`config.mk`:
```
export PLATFORM = sky130hd
export DESIGN_NAME = strip_mem_arbiter
export DESIGN_NICKNAME = d
export VERILOG_FILES = /design/src/rtl/strip_arb_pkg.sv /design/src/rtl/rr_pick.sv /design/src/rtl/strip_mem_arbiter.sv
export SDC_FILE = /design/constraint.sdc
export NUM_CORES = 1
export LEC_CHECK = 0
export ABC_AREA = 1
export CAP_MARGIN = 5
export CORE_ASPECT_RATIO = 0.6
export CORE_MARGIN = 2
export CORE_UTILIZATION = 35
export DETAILED_ROUTE_END_ITERATION = 10
export GPL_TIMING_DRIVEN = 1
export PLACE_DENSITY = 0.74
export SETUP_SLACK_MARGIN = 0.3
export SYNTH_ARGS = -nofsm -noshare
export SYNTH_HDL_FRONTEND = slang
export SYNTH_SLANG_ARGS = --single-unit
```
`constraint.sdc`:
```
create_clock -name clk -period 1 [get_ports clk]
set_input_delay 0.1 -clock clk [delete_from_list [all_inputs] [get_ports clk]]
set_output_delay 0.1 -clock clk [all_outputs]
set_load 0.1 [all_outputs]
```
`src/rtl/strip_arb_pkg.sv`:
```
// Shared state encoding and default sizes for strip_mem_arbiter.
// STRIP_ARB_BURST_EN adds the StBurst state.
package strip_arb_pkg;

    localparam int unsigned DefNumReq      = 2;
    localparam int unsigned DefAddrWidth   = 13;
    localparam int unsigned DefDataWidth   = 8;
    localparam int unsigned DefReadLatency = 1;
    localparam int unsigned DefBurstMax    = 4;

`ifdef STRIP_ARB_BURST_EN
    typedef enum logic [1:0] {StIdle, StIssue, StBurst} arb_state_e;
`else
    typedef enum logic [0:0] {StIdle, StIssue} arb_state_e;
`endif

endpackage

```
`src/rtl/rr_pick.sv`:
```
// Combinational round-robin picker: ptr is the highest-priority index,
// i.e. the one just after the last grant.
module rr_pick #(
    parameter int unsigned NUM_REQ = 2,
    parameter int unsigned PTR_W   = 1
) (
    input  logic [NUM_REQ-1:0] req,
    input  logic [PTR_W-1:0]   ptr,
    output logic [NUM_REQ-1:0] winner,
    output logic               valid
);

    logic [PTR_W-1:0] idx;

    always_comb begin
        winner = '0;
        valid  = 1'b0;
        idx    = '0;
        for (int unsigned k = 0; k < NUM_REQ; k++) begin
            idx = PTR_W'((32'(ptr) + k) % NUM_REQ);
            if (!valid && req[idx]) begin
                winner[idx] = 1'b1;
                valid       = 1'b1;
            end
        end
    end

endmodule

```
`src/rtl/strip_mem_arbiter.sv`:
```
// Round-robin read arbiter sharing one BRAM port among strip drivers.
// Define STRIP_ARB_BURST_EN to add req_burst / BURST_MAX consecutive re-grants.
module strip_mem_arbiter
    import strip_arb_pkg::*;
#(
    parameter int unsigned NUM_REQ       = DefNumReq,
    parameter int unsigned ADDRESS_WIDTH = DefAddrWidth,
    parameter int unsigned DATA_WIDTH    = DefDataWidth,
    parameter int unsigned READ_LATENCY  = DefReadLatency
`ifdef STRIP_ARB_BURST_EN
    ,
    parameter int unsigned BURST_MAX     = DefBurstMax
`endif
) (
    input  logic                             clk,
    input  logic                             rst,
    input  logic [NUM_REQ-1:0]               req,
    input  logic [NUM_REQ*ADDRESS_WIDTH-1:0] req_addr,
`ifdef STRIP_ARB_BURST_EN
    input  logic [NUM_REQ-1:0]               req_burst,
`endif
    output logic [NUM_REQ-1:0]               grant,
    output logic [NUM_REQ-1:0]               rd_valid,
    output logic [DATA_WIDTH-1:0]            rd_data,
    output logic                             mem_en,
    output logic [ADDRESS_WIDTH-1:0]         mem_addr,
    input  logic [DATA_WIDTH-1:0]            mem_data
);

    localparam int unsigned PTR_W = $clog2(NUM_REQ);

    arb_state_e               state_q, state_d;
    logic [NUM_REQ-1:0]       grant_q, grant_d;
    logic [PTR_W-1:0]         ptr_q, ptr_d;
    logic [ADDRESS_WIDTH-1:0] addr_q, addr_d;
    logic [DATA_WIDTH-1:0]    data_q;
    logic [NUM_REQ-1:0]       pipe_q [READ_LATENCY];
    logic [NUM_REQ-1:0]       req_open;
    logic [NUM_REQ-1:0]       pick;
    logic                     pick_valid;

    // A request is not re-considered in the cycle its grant is showing.
    assign req_open = req & ~grant_q;

    rr_pick #(
        .NUM_REQ (NUM_REQ),
        .PTR_W   (PTR_W)
    ) u_rr_pick (
        .req    (req_open),
        .ptr    (ptr_q),
        .winner (pick),
        .valid  (pick_valid)
    );

`ifdef STRIP_ARB_BURST_EN
    localparam int unsigned CNT_W = $clog2(BURST_MAX + 1);

    logic [CNT_W-1:0] cnt_q, cnt_d;
    logic             burst_go;

    assign burst_go = (|(grant_q & req & req_burst)) && (32'(cnt_q) < BURST_MAX);

    always_ff @(posedge clk or posedge rst) begin
        if (rst) begin
            cnt_q <= '0;
        end else begin
            cnt_q <= cnt_d;
        end
    end
`endif

    // State register and registered issue path.
    always_ff @(posedge clk or posedge rst) begin
        if (rst) begin
            state_q <= StIdle;
            grant_q <= '0;
            ptr_q   <= '0;
            addr_q  <= '0;
        end else begin
            state_q <= state_d;
            grant_q <= grant_d;
            ptr_q   <= ptr_d;
            addr_q  <= addr_d;
        end
    end

    always_comb begin
        state_d = pick_valid ? StIssue : StIdle;
`ifdef STRIP_ARB_BURST_EN
        if (burst_go) begin
            state_d = StBurst;
        end
`endif
    end

    always_comb begin
        grant_d = pick;
`ifdef STRIP_ARB_BURST_EN
        cnt_d = pick_valid ? CNT_W'(1) : '0;
        if (burst_go) begin
            grant_d = grant_q;
            cnt_d   = cnt_q + CNT_W'(1);
        end
`endif
        addr_d = addr_q;
        ptr_d  = ptr_q;
        for (int unsigned i = 0; i < NUM_REQ; i++) begin
            if (grant_d[i]) begin
                addr_d = req_addr[i*ADDRESS_WIDTH +: ADDRESS_WIDTH];
                ptr_d  = PTR_W'((i + 1) % NUM_REQ);
            end
        end
    end

    always_comb begin
        grant    = grant_q;
        mem_en   = (state_q != StIdle);
        mem_addr = addr_q;
        rd_valid = pipe_q[READ_LATENCY-1];
        rd_data  = (|rd_valid) ? mem_data : data_q;
    end

    // One-hot in-flight tracker; the last stage lines up with BRAM output.
    always_ff @(posedge clk or posedge rst) begin
        if (rst) begin
            for (int unsigned i = 0; i < READ_LATENCY; i++) begin
                pipe_q[i] <= '0;
            end
            data_q <= '0;
        end else begin
            pipe_q[0] <= grant_q;
            for (int unsigned i = 1; i < READ_LATENCY; i++) begin
                pipe_q[i] <= pipe_q[i-1];
            end
            if (|rd_valid) begin
                data_q <= mem_data;
            end
        end
    end

endmodule

```
==> flow_summary_export.csv, run 1 <==
group,metric,value,unit
cts,cts_max_path_buffers,2,
yosys,ys_ff_latch,27,
die,die_y,50.78,um
cts,clock_sinks,27,
die,start_util,37.95,%
cts,htree_levels,1,
cts,cts_root_buf,"clkbuf_8",
yosys,avgSynthCellArea,7.782,um^2
yosys,syn-cell-area,1276,um^2
yosys,ys_seq_area_share,52.94,%
die,die_width,81.96,um
place,place_inst,277,
outcome,failed_stage,"5_1_grt",
die,io_pins,64,
die,fp-row-count,16,
outcome,first-error,"[ERROR DPL-0038] Utilization greater than 100%, impossible to legalize",
place,hpwl,2939,um
place,place.gp.congestion,0.7612,
yosys,syn_nets,202,
cts,cts-buffers-inserted,3,
yosys,synthDistinctLibCells,10,
global_route,grt_max_degree,28,
yosys,synthCells,164,
outcome,status,"stopped before the end",
sta,crit_endpoint,"rd_data[6]",
sta,worst_endpoint_kind,"primary output",
yosys,yosysWarnings,0,
place,port_buffers,63,
-- synthesized netlist by cell type --
| library cell | count | area, um^2 |
|---|---|---|
| buf_4 | 1 | 7.510 |
| nand2_4 | 2 | 22.52 |
| inv_1 | 21 | 78.83 |
| nand2_1 | 82 | 307.8 |
| nor2_1 | 2 | 7.510 |
| nor2_4 | 1 | 11.26 |
| buf_6 | 4 | 45.04 |
| nand3_1 | 15 | 75.07 |
| o21ai_0 | 9 | 45.04 |
| dfrtp_1 | 27 | 675.7 |
-- repair_timing --
action                     CTS
setup buffers               26
gates cloned                 7
gates resized for setup     46
setup endpoints to repair   51
pin swaps                   26
hold buffers                 0
-- kinds of logic after synthesis --
family | synth area share [%]
buf+inv | 10.29
simple gates | 33.24
compound gates | 3.529
flops | 52.94
-- per-stage QoR --
step                hold slack [ns]  instance area (um^2)  utilization (%)  setup TNS, ns  setup WS, ns
floorplan                    0.1531                  1584                -         -9.484       -0.3099
global placement             0.4490                  2629            78.16         -7.048       -0.3074
detailed placement           0.4555                  2629            78.16         -8.888       -0.4350
CTS                          0.1549                  3227            95.94         -11.68       -0.5256
==> inputs of run 2 (changes only) <==
--- a/config.mk
+++ b/config.mk
@@ -7,13 +7,11 @@
 export LEC_CHECK = 0
 export ABC_AREA = 1
 export CAP_MARGIN = 5
-export CORE_ASPECT_RATIO = 0.6
 export CORE_MARGIN = 2
-export CORE_UTILIZATION = 35
+export CORE_UTILIZATION = 20
 export DETAILED_ROUTE_END_ITERATION = 10
 export GPL_TIMING_DRIVEN = 1
-export PLACE_DENSITY = 0.74
-export SETUP_SLACK_MARGIN = 0.3
+export PLACE_DENSITY_LB_ADDON = 0.15
 export SYNTH_ARGS = -nofsm -noshare
 export SYNTH_HDL_FRONTEND = slang
 export SYNTH_SLANG_ARGS = --single-unit
==> constraint.sdc (replaced) <==
create_clock -name clk -period 1.3 [get_ports clk]
set_input_delay 0.13 -clock clk [delete_from_list [all_inputs] [get_ports clk]]
set_output_delay 0.13 -clock clk [all_outputs]
set_load 0.1 [all_outputs]
==> run 2 against run 1 <==
The flow now finishes, with violations (negative setup slack). Synthesized cell count is the same. Synthesized area is the same.
==> flow_summary_export.csv, run 2 <==
group,metric,value,unit
outcome,status,"finished with violations",
outcome,violations,"negative setup slack",
min_path,holdCritPathClass,"in2async",
route,first_iter_violations,21,
yosys,synthCells,164,
cts,cts_tree,"built",
critical_path,cp_top_family,"flip-flops",
yosys,syn_nets,202,
sta,fin_skew,0.008884,ns
route,via_count,1343,
run,maxCapViolCount,0,
route,detail_route.wl_per_cell,11.51,um
critical_path,crit_type,"reg2out",
layout,syn2layout_area_growth,128.0,%
layout,drive_gt1_share,37.50,%
die,die_width,83.88,um
sta,slew_headroom,77.97,%
cts,cts-buffers-inserted,3,
layout,largest_register_ffs,13,
yosys,netlist.area_leader.share,52.94,%
power,peakVddDrop,1.295,mV
critical_path,crit_chain,"buf_6 > o21ai_2 > buf_4 > nand2_8 > buf_12",
sta,layout_setup_ws,-0.2714,ns
place,dp_slack,-0.08727,ns
yosys,synth_common_cells,"82 x nand2_1, 27 x dfrtp_1, 21 x inv_1",
layout,fin_cells,333,
sta,slew_viol_final,0,
sta,fin_crit_sh,120.9,%
critical_path,crit_path_max_fanout,4,
yosys,yosysWarnings,0,
critical_path,end_kind,"output pin",
power,p_leak,1.415,nW
yosys,syn-cell-area,1276,um^2
route,routed_wl,3834,um
layout,nets,295,
layout,multi_input_area,793.3,um^2
die,start_util,20.33,%
sta,fin_crit,1.571,ns
yosys,avgSynthCellArea,7.782,um^2
cts,ctsHoldBuffers,0,
die,io_pins,64,
die,core,6277,um^2
global_route,grt_overflow,0,
global_route,grt_pass1_wl,6230,um
sta,timing.hold.ws,0.1793,ns
layout,layout_commonest_cell,"nand2_1",
cts,cts_max_path_buffers,2,
die,die_y,83.88,um
sta,tightest_slew,0.3296,ns
place,place.gp.congestion,0.8178,
cts,cts_root_buf,"clkbuf_8",
yosys,synthArstFlopShare,100.0,%
sta,setup_viol,10,
critical_path,critPathBufInv,3,
yosys,ys_seq_area_share,52.94,%
route,via_per_inst,4.033,
yosys,yosys.area.top_type,"dfrtp_1",
die,die_area,7036,um^2
yosys,synth_edf_count,0,
power,power_density,1994,nW/um^2
sta,tns,-2.087,ns
yosys,synthDistinctLibCells,10,
global_route,grt_max_degree,29,
place,place_inst,321,
route,drcViolationCount,0,
cts,clk_latency,0.27,ns
die,fp-row-count,29,
layout,fillers,588,
layout,antenna_cells,0,
critical_path,crit_arrival,1.44,ns
global_route,grt_pass1_vias,1323,
sta,grt_setup_unrepaired,"yes",
yosys,synth.area.top_cells,"dfrtp_1 53%, nand2_1 24%, inv_1 6.2%",
cts,htree_levels,1,
sta,finalHoldViolCount,0,
place,port_buffers,63,
critical_path,slowest_delay,0.52,ns
yosys,synth-main-ff-cell,"dfrtp_1",
global_route,grt_usage,10.75,%
cts,cts.clk_slew.worst_paths,0.10,ns
cts,clock_sinks,27,
global_route,antenna_found_initial,0,
layout,layout_common_cells,"66 x nand2_1, 37 x clkdlybuf4s50_1, 29 x buf_12",
route,first_pass_iters,4,
critical_path,crit_slowest_cell,"dfrtp_4",
route,antenna_left,0,
sta,fmax,0.6364,GHz
yosys,synth_most_common_cell,"nand2_1",
place,hpwl,2640,um
critical_path,worstSetupStartpointType,"register",
critical_path,required,1.17,ns
layout,regArea,690.7,um^2
yosys,ys_ff_latch,27,
-- run 2: cell counts after synthesis --
No cell type changed its count.
-- run 2: cell type report --
class | count | share of cell area (%)
Timing Repair Buffer | 91 | 41.32
Multi-Input combinational cell | 113 | 27.26
Sequential cell | 27 | 23.73
Tap cell | 77 | 3.310
Inverter | 21 | 2.709
Clock buffer | 3 | 1.419
Clock inverter | 1 | 0.2580
-- run 2: repair_timing --
action,in CTS,in global routing
gates resized for setup,38,11
gates cloned,0,2
setup buffers,4,2
setup endpoints to repair,8,23
pin swaps,6,11
-- run 2: path summary, 6_finish.rpt --
check | endpoint | cells after the start | slack, ns | startpoint
setup / recovery | rd_data[2] | 5 | -0.27 | rd_valid[1]
setup reg to reg | data_q[3] | 6 | 0.01 | rd_valid[0]
max in group asynchronous | grant[0] | 3 | 0.95 | rst
min in group clk | mem_addr[11] | 5 | 0.45 | req_addr[11]
hold reg to reg | rd_valid[1] | 0 | 0.52 | grant[1]
hold / removal | mem_addr[12] | 3 | 0.18 | rst
-- run 2: cells by family (layout without fill, tap and decap cells) --
family / count (synthesis) / in the layout / synth area share (%)
AO/OA/AOI/OAI: 9 / 9 / 3.529
buffers and inverters: 26 / 116 / 10.29
flip-flops: 27 / 27 / 52.94
AND/OR/NAND/NOR: 102 / 104 / 33.24
-- run 2: worst register-to-register path, delay by kind of cell (launching register included) --
kind | cells | cell delay [ns]
AO/OA/AOI/OAI | 1 | 0.14
buffers and inverters | 4 | 0.48
flip-flops | 1 | 0.53
AND/OR/NAND/NOR | 1 | 0.05
-- run 2: metal layers --
metal / GRT usage [%] / part of all wire (%) / vias to the layer above
met5: 0 / 0 / -
met2: 17.75 / 47 / 55
li1: - / - / 683
met1: 13.80 / 45 / 601
met4: 2.199 / 0.55 / 0
met3: 3.462 / 8.0 / 4
-- run 2: through the flow --
stage                     instance area (um^2)  power [W]  utilization (%)
final                                     2910   0.005803            46.36
after detailed placement                  2566   0.004980            40.88
after global placement                    2566   0.004973            40.88
after CTS                                 2800   0.005733            44.61
after floorplan                           1441   0.003521                -
after global routing                      2910   0.006067            46.36
-- run 2: report_power, final --
group,internal (W),total [W],switching [W]
clock network,0.000217,0.000486,0.000268
logic,0.00155,0.00397,0.00243
registers,0.00108,0.00134,0.000259
Power figures use the tool's default switching activity.
